==> config.mk <==
export PLATFORM = sky130hd
export DESIGN_NAME = id_stage
export DESIGN_NICKNAME = d
export VERILOG_FILES = /design/src/rtl/id_stage.sv
export SDC_FILE = /design/constraint.sdc
export NUM_CORES = 1
export LEC_CHECK = 0
export CORE_AREA = 4 4 150 138
export DETAILED_ROUTE_END_ITERATION = 12
export DIE_AREA = 0 0 154 142
export PLACE_DENSITY_LB_ADDON = 0.25
export SYNTH_ARGS = -nofsm -noshare
export SYNTH_HDL_FRONTEND = slang
export SYNTH_SLANG_ARGS = --single-unit
==> constraint.sdc <==
create_clock -name clk -period 7.9 [get_ports clk]
set_input_delay 1.58 -clock clk [delete_from_list [all_inputs] [get_ports clk]]
set_output_delay 1.58 -clock clk [all_outputs]
set_load 0.02 [all_outputs]
==> src/rtl/id_stage.sv <==
// RV32I instruction-decode stage: decodes the IF word, reads the regfile, builds
// operands/immediate, inserts a load-use bubble and registers the result into ID/EX.
module id_stage #(
  parameter int XLEN            = 32,
  parameter bit LOAD_USE_BUBBLE = 1'b1
) (
  input  logic            clk,
  input  logic            rst,
  input  logic            in_valid,
  output logic            in_ready,
  input  logic [XLEN-1:0] in_pc,
  input  logic [31:0]     in_inst,
  input  logic            flush,
  output logic            rs1pass,
  output logic [4:0]      rs1addr,
  output logic            rs2pass,
  output logic [4:0]      rs2addr,
  input  logic [XLEN-1:0] rs1,
  input  logic [XLEN-1:0] rs2,
  output logic            ex_valid,
  input  logic            ex_ready,
  output logic [XLEN-1:0] ex_pc,
  output logic [XLEN-1:0] ex_op1,
  output logic [XLEN-1:0] ex_op2,
  output logic [XLEN-1:0] ex_rs2val,
  output logic [XLEN-1:0] ex_imm,
  output logic [4:0]      ex_rd,
  output logic            ex_we,
  output logic [6:0]      ex_opcode,
  output logic [2:0]      ex_funct3,
  output logic            ex_alt,
  output logic            ex_illegal
);

  localparam logic [6:0] OPC_LUI    = 7'b0110111;
  localparam logic [6:0] OPC_AUIPC  = 7'b0010111;
  localparam logic [6:0] OPC_JAL    = 7'b1101111;
  localparam logic [6:0] OPC_JALR   = 7'b1100111;
  localparam logic [6:0] OPC_BRANCH = 7'b1100011;
  localparam logic [6:0] OPC_LOAD   = 7'b0000011;
  localparam logic [6:0] OPC_STORE  = 7'b0100011;
  localparam logic [6:0] OPC_OPIMM  = 7'b0010011;
  localparam logic [6:0] OPC_OP     = 7'b0110011;

  logic [6:0]      opcode;
  logic [4:0]      rd;
  logic [2:0]      funct3;
  logic [XLEN-1:0] imm_i, imm_s, imm_b, imm_u, imm_j;
  logic [XLEN-1:0] dec_imm, dec_op1, dec_op2;
  logic            dec_we_raw, dec_we, dec_alt, dec_illegal;
  logic            use_rs1, use_rs2;
  logic            hazard;

  assign opcode  = in_inst[6:0];
  assign rd      = in_inst[11:7];
  assign funct3  = in_inst[14:12];
  assign rs1addr = in_inst[19:15];
  assign rs2addr = in_inst[24:20];

  assign imm_i = {{20{in_inst[31]}}, in_inst[31:20]};
  assign imm_s = {{20{in_inst[31]}}, in_inst[31:25], in_inst[11:7]};
  assign imm_b = {{19{in_inst[31]}}, in_inst[31], in_inst[7], in_inst[30:25], in_inst[11:8], 1'b0};
  assign imm_u = {in_inst[31:12], 12'b0};
  assign imm_j = {{11{in_inst[31]}}, in_inst[31], in_inst[19:12], in_inst[20], in_inst[30:21], 1'b0};

  // Per-opcode operand selection; unrecognised opcodes fall to zeroed operands.
  always_comb begin
    dec_imm     = '0;
    dec_op1     = rs1;
    dec_op2     = '0;
    dec_we_raw  = 1'b0;
    dec_alt     = 1'b0;
    dec_illegal = 1'b0;
    use_rs1     = 1'b0;
    use_rs2     = 1'b0;
    case (opcode)
      OPC_LUI: begin
        dec_imm    = imm_u;
        dec_op1    = '0;
        dec_op2    = imm_u;
        dec_we_raw = 1'b1;
      end
      OPC_AUIPC: begin
        dec_imm    = imm_u;
        dec_op1    = in_pc;
        dec_op2    = imm_u;
        dec_we_raw = 1'b1;
      end
      OPC_JAL: begin
        dec_imm    = imm_j;
        dec_op1    = in_pc;
        dec_op2    = XLEN'(4);
        dec_we_raw = 1'b1;
      end
      OPC_JALR: begin
        dec_imm    = imm_i;
        dec_op2    = XLEN'(4);
        dec_we_raw = 1'b1;
        use_rs1    = 1'b1;
      end
      OPC_BRANCH: begin
        dec_imm = imm_b;
        dec_op2 = rs2;
        use_rs1 = 1'b1;
        use_rs2 = 1'b1;
      end
      OPC_LOAD: begin
        dec_imm    = imm_i;
        dec_op2    = imm_i;
        dec_we_raw = 1'b1;
        use_rs1    = 1'b1;
      end
      OPC_STORE: begin
        dec_imm = imm_s;
        dec_op2 = imm_s;
        use_rs1 = 1'b1;
        use_rs2 = 1'b1;
      end
      OPC_OPIMM: begin
        dec_imm    = imm_i;
        dec_op2    = imm_i;
        dec_we_raw = 1'b1;
        dec_alt    = (funct3 == 3'b101) & in_inst[30];
        use_rs1    = 1'b1;
      end
      OPC_OP: begin
        dec_op2    = rs2;
        dec_we_raw = 1'b1;
        dec_alt    = in_inst[30];
        use_rs1    = 1'b1;
        use_rs2    = 1'b1;
      end
      default: begin
        dec_op1     = '0;
        dec_illegal = 1'b1;
      end
    endcase
  end

  assign dec_we  = dec_we_raw & (rd != 5'd0);
  assign rs1pass = in_valid & use_rs1;
  assign rs2pass = in_valid & use_rs2;

  // A load still sitting in ID/EX cannot forward to its direct consumer yet.
  assign hazard = LOAD_USE_BUBBLE && ex_valid && (ex_opcode == OPC_LOAD) && (ex_rd != 5'd0) &&
                  ((rs1pass && (rs1addr == ex_rd)) || (rs2pass && (rs2addr == ex_rd)));

  assign in_ready = (~ex_valid | ex_ready) & ~hazard & ~flush;

  always_ff @(posedge clk or posedge rst) begin
    if (rst) begin
      ex_valid   <= 1'b0;
      ex_pc      <= '0;
      ex_op1     <= '0;
      ex_op2     <= '0;
      ex_rs2val  <= '0;
      ex_imm     <= '0;
      ex_rd      <= '0;
      ex_we      <= 1'b0;
      ex_opcode  <= '0;
      ex_funct3  <= '0;
      ex_alt     <= 1'b0;
      ex_illegal <= 1'b0;
    end else if (flush) begin
      ex_valid <= 1'b0;
    end else if (ex_valid && !ex_ready) begin
      ex_valid <= ex_valid;
    end else if (hazard) begin
      ex_valid <= 1'b0;
    end else if (in_valid && in_ready) begin
      ex_valid   <= 1'b1;
      ex_pc      <= in_pc;
      ex_op1     <= dec_op1;
      ex_op2     <= dec_op2;
      ex_rs2val  <= rs2;
      ex_imm     <= dec_imm;
      ex_rd      <= rd;
      ex_we      <= dec_we;
      ex_opcode  <= opcode;
      ex_funct3  <= funct3;
      ex_alt     <= dec_alt;
      ex_illegal <= dec_illegal;
    end else begin
      ex_valid <= 1'b0;
    end
  end

endmodule

# After elaboration in Yosys (flattened, before gate mapping)
# Cells that the tools add are included.
[classes]
shifts = 0
mul = 0
n_eq_ne = 14
mux = 12
n_reduce_logical = 22
bitwise_logic = 11
div_mod_pow = 0
n_lt_le_gt_ge = 0
addsub = 0
[op_table]
columns = ["op", "n"]
rows = [
  ["$pmux 32 s5", 2],
  ["$pmux 32 s2", 1],
  ["$eq 7x6->1 const B", 3],
  ["$eq 7x7->1 const B", 3],
  ["$eq 7x2->1 const B", 2],
  ["$eq 7x5->1 const B", 2],
  ["$eq 5x5->1", 2],
  ["$reduce_bool 5->1", 2],
  ["$reduce_or 2->1", 5],
  ["$reduce_or 9->1", 1],
  ["$mux 1", 8],
  ["$logic_and 1x1->1", 7],
  ["$reduce_or 7->1", 1],
  ["$and 1x1->1", 6],
  ["$reduce_or 3->1", 2],
  ["$reduce_or 6->1", 1],
  ["$not 1->1", 4],
  ["$reduce_and 4->1", 1],
  ["$eq 3x3->1 const B", 1],
  ["$ne 2x2->1 const B", 1],
  ["$pmux 1 s2", 1],
  ["$logic_not 1->1", 1],
  ["$logic_or 1x1->1", 1],
  ["$or 1x1->1", 1],
]
[word_totals]
wordCells = 71
ff_bits = 179
mem_bits_rw = 0
romBits = 0
in_bits = 133
latch_bits = 0
mem_count = 0
out_inout_bits = 192

# Depth between registers and ports, before layout
[depth]
word_depth = 15
depth_mapped = 9

# Worst setup path after synthesis
# No wires, ideal clock.
[synth_timing]
kind = "in2out"
from = "input port in_inst[6]"
to = "output port rs1pass"
cell_stages = 6
slack_ps = 3315
n_path_buf = 3
arrival_time_ps = 3005
required_time_ps = 6320
cell_sequence = "buf_2 or2_1 buf_2 a21oi_1 clkbuf_1 and2_1"
[synth_via]
elab_chain_cells = 4
[synth_lines]
columns = ["item", "line", "text"]
rows = [
  ["from (decl)", "12", "input logic [31:0] in_inst,"],
  ["$eq 7x6->1 (tied with other cells)", "76", "case (opcode)"],
  ["$reduce_or 6->1 (no source line) (*)", "--", ""],
  ["$mux 1 (*)", "76", ""],
  ["$and 1x1->1 (*)", "141", "assign rs1pass = in_valid & use_rs1;"],
  ["to (decl)", "14", "output logic rs1pass,"],
]
# Mark *: on every way between the ends. The rest lies on a longest branch, timed or not.

# Final worst setup path
[layout_timing]
from = "input port in_inst[5]"
to = "output port rs1pass"
# The elaborated chain is that of the path after synthesis.

==> flow_metrics.py <==
metrics = {
    "status": {
        "status": "finished clean",
    },
    "detailed_routing": {
        "num_vias": 6545,
        "drtIter0Drc": 342,
        "wl_per_cell_um": 22.8,
        "final_antenna_net_count": 0,
        "vias_per_cell": 5.58,
        "dr.pass1.iters": 4,
        "route.detailed.drc": 0,
        "drt_wl_total_um": 26700,
    },
    "logic_synthesis": {
        "synth-edff-count": 0,
        "synth_cell_types": 52,
        "async_flop_share": 1.00,
        "avgSynthCellArea_um2": 13.4,
        "synth-seq-cells": 179,
        "yosys_warnings": 0,
        "syn_inst": 622,
        "yosysSeqAreaShare": 0.538,
        "ys.flop_type": "dfrtp_1",
        "synth_area_um2": 8320,
        "synth_nets": 755,
    },
    "clock_tree": {
        "cts_setup_buffers": 0,
        "worstSkewPairLatency_ns": 0.43,
        "cts_tree": "done",
        "htreeDepth": 4,
        "clockBufferDepth": 2,
        "cts_num_sinks": 179,
        "cts_buffers": 17,
        "path_clk_slew_ns": 0.07,
        "cts_root_buf": "clkbuf_16",
        "cts_hold_buf": 0,
        "ctsResizeCount": 0,
    },
    "sta": {
        "rsz0062_at_grt": "false",
        "setup-tns-final_ns": 0,
        "hold_viol": 0,
        "min_period_ns": 5.69,
        "setup_violations": 0,
        "timing.fmax_ghz": 0.176,
        "maxSlewHeadroom": 0.321,
        "timing.final.crit_share": 0.720,
        "finalClockSkew_ns": 0.0120,
        "finalMaxSlewViolations": 0,
        "worst_slew_pin_slew_ns": 1.02,
    },
    "floorplanning": {
        "ios": 325,
        "die_h_um": 142,
        "die_w_um": 154,
        "start_util": 0.437,
        "die_area_um2": 21900,
        "core_um2": 19000,
        "fp-row-count": 48,
    },
    "global_routing": {
        "grt_usage": 0.240,
        "grt_max_degree": 116,
        "antenna_found_initial": 0,
        "grt_overflow": 0,
        "grt_pass1_vias": 6914,
        "grt_pass1_wl_um": 41300,
    },
    "layout": {
        "area.growth.synth_to_final_pct": 46.5,
        "nets": 1042,
        "drive_gt1_frac": 0.165,
        "nFillCells": 1496,
        "diodes": 0,
    },
    "job": {
        "drv_cap": 0,
    },
    "worst_setup_path": {
        "critPathKind": "in -> out",
        "worstPathRequired_ns": 6.32,
        "crit_fanout": 33,
        "cp.arrival_ns": 4.11,
        "critPathCaptureType": "output port",
        "startpoint_type": "input port",
    },
    "hold_path": {
        "min-delay-path-class": "reg -> reg",
    },
    "placed_design": {
        "port_buffers": 324,
        "gp_congestion": 0.810,
        "dp_hpwl_um": 19000,
    },
    "power": {
        "p_leak_nw": 5.08,
        "ir_drop_uv": 149,
        "total_power_w": 0.00277,
        "power.density_nw_per_um2": 227,
    },
}
## through the flow
stage / worst slack (ns) / instances / area [µm²] / hold WS (ns) / utilization
4_1_cts: 2.26 / 1172 / 12200 / 0.512 / 0.640
6_report: 2.21 / 1172 / 12200 / 0.512 / 0.640
3_3_place_gp: 2.32 / 1140 / 11600 / 0.489 / 0.610
3_5_place_dp: 2.27 / 1140 / 11600 / 0.496 / 0.610
2_1_floorplan: 1.46 / 622 / 8320 / 0.605 / -
5_1_grt: 2.14 / 1172 / 12200 / 0.526 / 0.640
## routing by layer
metal,track usage,vias up,share of wire
li1,-,2979,-
met5,0,-,0
met4,0.0743,0,0.019
met1,0.314,3239,0.42
met2,0.375,298,0.46
met3,0.0915,29,0.094
## cells in the final DEF, fill, tap and decap left out, drive strengths merged, types with 6 or more instances in the layout
cell           netlist  final
a211oi              23     23
a221oi              42     42
dfrtp              179    179
a221o               22     22
nor3                 7      7
mux2               100    100
inv                 19     27
clkbuf              29     17
xor2                11     11
clkdlybuf4s50        0    324
nor2                 9      9
o21ai                6      6
buf                 39     12
a2bb2oi             64     64
nand2               11     11
mux2i               14     14
clkinv               0      6
## path summary, 6_finish.rpt
kind	depth (start not counted)	start	slack, ns	endpoint
min in group asynchronous	2	rst	1.72	ex_pc[10]$_DFFE_PP0P_
max reg2reg	7	ex_rd[3]$_DFFE_PP0P_	4.78	ex_pc[6]$_DFFE_PP0P_
max	6	in_inst[5]	2.21	rs1pass
min reg2reg	1	ex_pc[1]$_DFFE_PP0P_	0.51	ex_pc[1]$_DFFE_PP0P_
max in group asynchronous	3	rst	4.69	ex_opcode[4]$_DFFE_PP0P_
min	1	ex_pc[1]$_DFFE_PP0P_	0.51	ex_pc[1]$_DFFE_PP0P_
## cells by family (layout without fill, tap and decap cells)
| group | count (synthesis) | in the layout | share of synthesized area |
|---|---|---|---|
| multiplexers | 114 | 114 | 0.176 |
| AND/OR/NAND/NOR | 53 | 53 | 0.0352 |
| AO/OA/AOI/OAI | 178 | 178 | 0.185 |
| flip-flops | 179 | 179 | 0.538 |
| buffers and inverters | 87 | 387 | 0.0546 |
| XOR/XNOR | 11 | 11 | 0.0116 |
## synthesized netlist by cell type (2+ instances only)
master     count  share of area
buf_1          2        0.00090
and2_1         3         0.0023
a211oi_1      23          0.021
a21oi_1        3         0.0018
buf_4         15          0.014
o21ai_0        6         0.0036
a222oi_1       4         0.0048
nand3b_1       2         0.0018
nor2_1         9         0.0041
buf_2         15         0.0090
nand2_1       11         0.0050
a2bb2oi_1     64          0.067
dfrtp_1      179           0.54
buf_6          7         0.0095
clkbuf_1      29          0.013
nor4_1         2         0.0015
mux2i_1       14          0.017
xor2_1        11          0.012
nand3_1        2         0.0012
a32o_1         2         0.0024
mux2_2        48          0.065
inv_1         19         0.0086
nor4b_1        2         0.0021
nor3_1         7         0.0042
nor2b_1        3         0.0023
a221o_1       22          0.026
mux2_4        52          0.094
a221oi_1      42          0.044
## registers in the layout, indices dropped and copies added, names as in the netlist
signal	cells
ex_imm	32
ex_op1	32
ex_op2	32
ex_pc	32
ex_rs2val	32
ex_opcode	7
ex_rd	5
ex_funct3	3
ex_alt	1
ex_illegal	1
ex_valid	1
ex_we	1
## report_power, final
| group | total [W] | switching (W) | internal [W] |
|---|---|---|---|
| Sequential | 0.00112 | 0.0000803 | 0.00104 |
| Combinational | 0.000793 | 0.000372 | 0.000421 |
| Clock | 0.000855 | 0.000405 | 0.000450 |
## worst max-delay path: stages
cell and delay [ns]:
clkdlybuf4s50_1 0.79, nand3b_1 0.35, a21oi_4 0.23, buf_4 0.37
and2_1 0.19, clkdlybuf4s50_1 0.59
## final cells by class
class,instances,area [µm²],share of cell area
multi-input combinational,356,3400,0.279
inverter,19,76.3,0.00626
clock buffer,17,425,0.0349
timing repair buffer,336,3330,0.273
sequential,179,4480,0.367
tap,250,313,0.0257
clock inverter,15,160,0.0131
No activity file was read; power rests on OpenSTA's default activity.
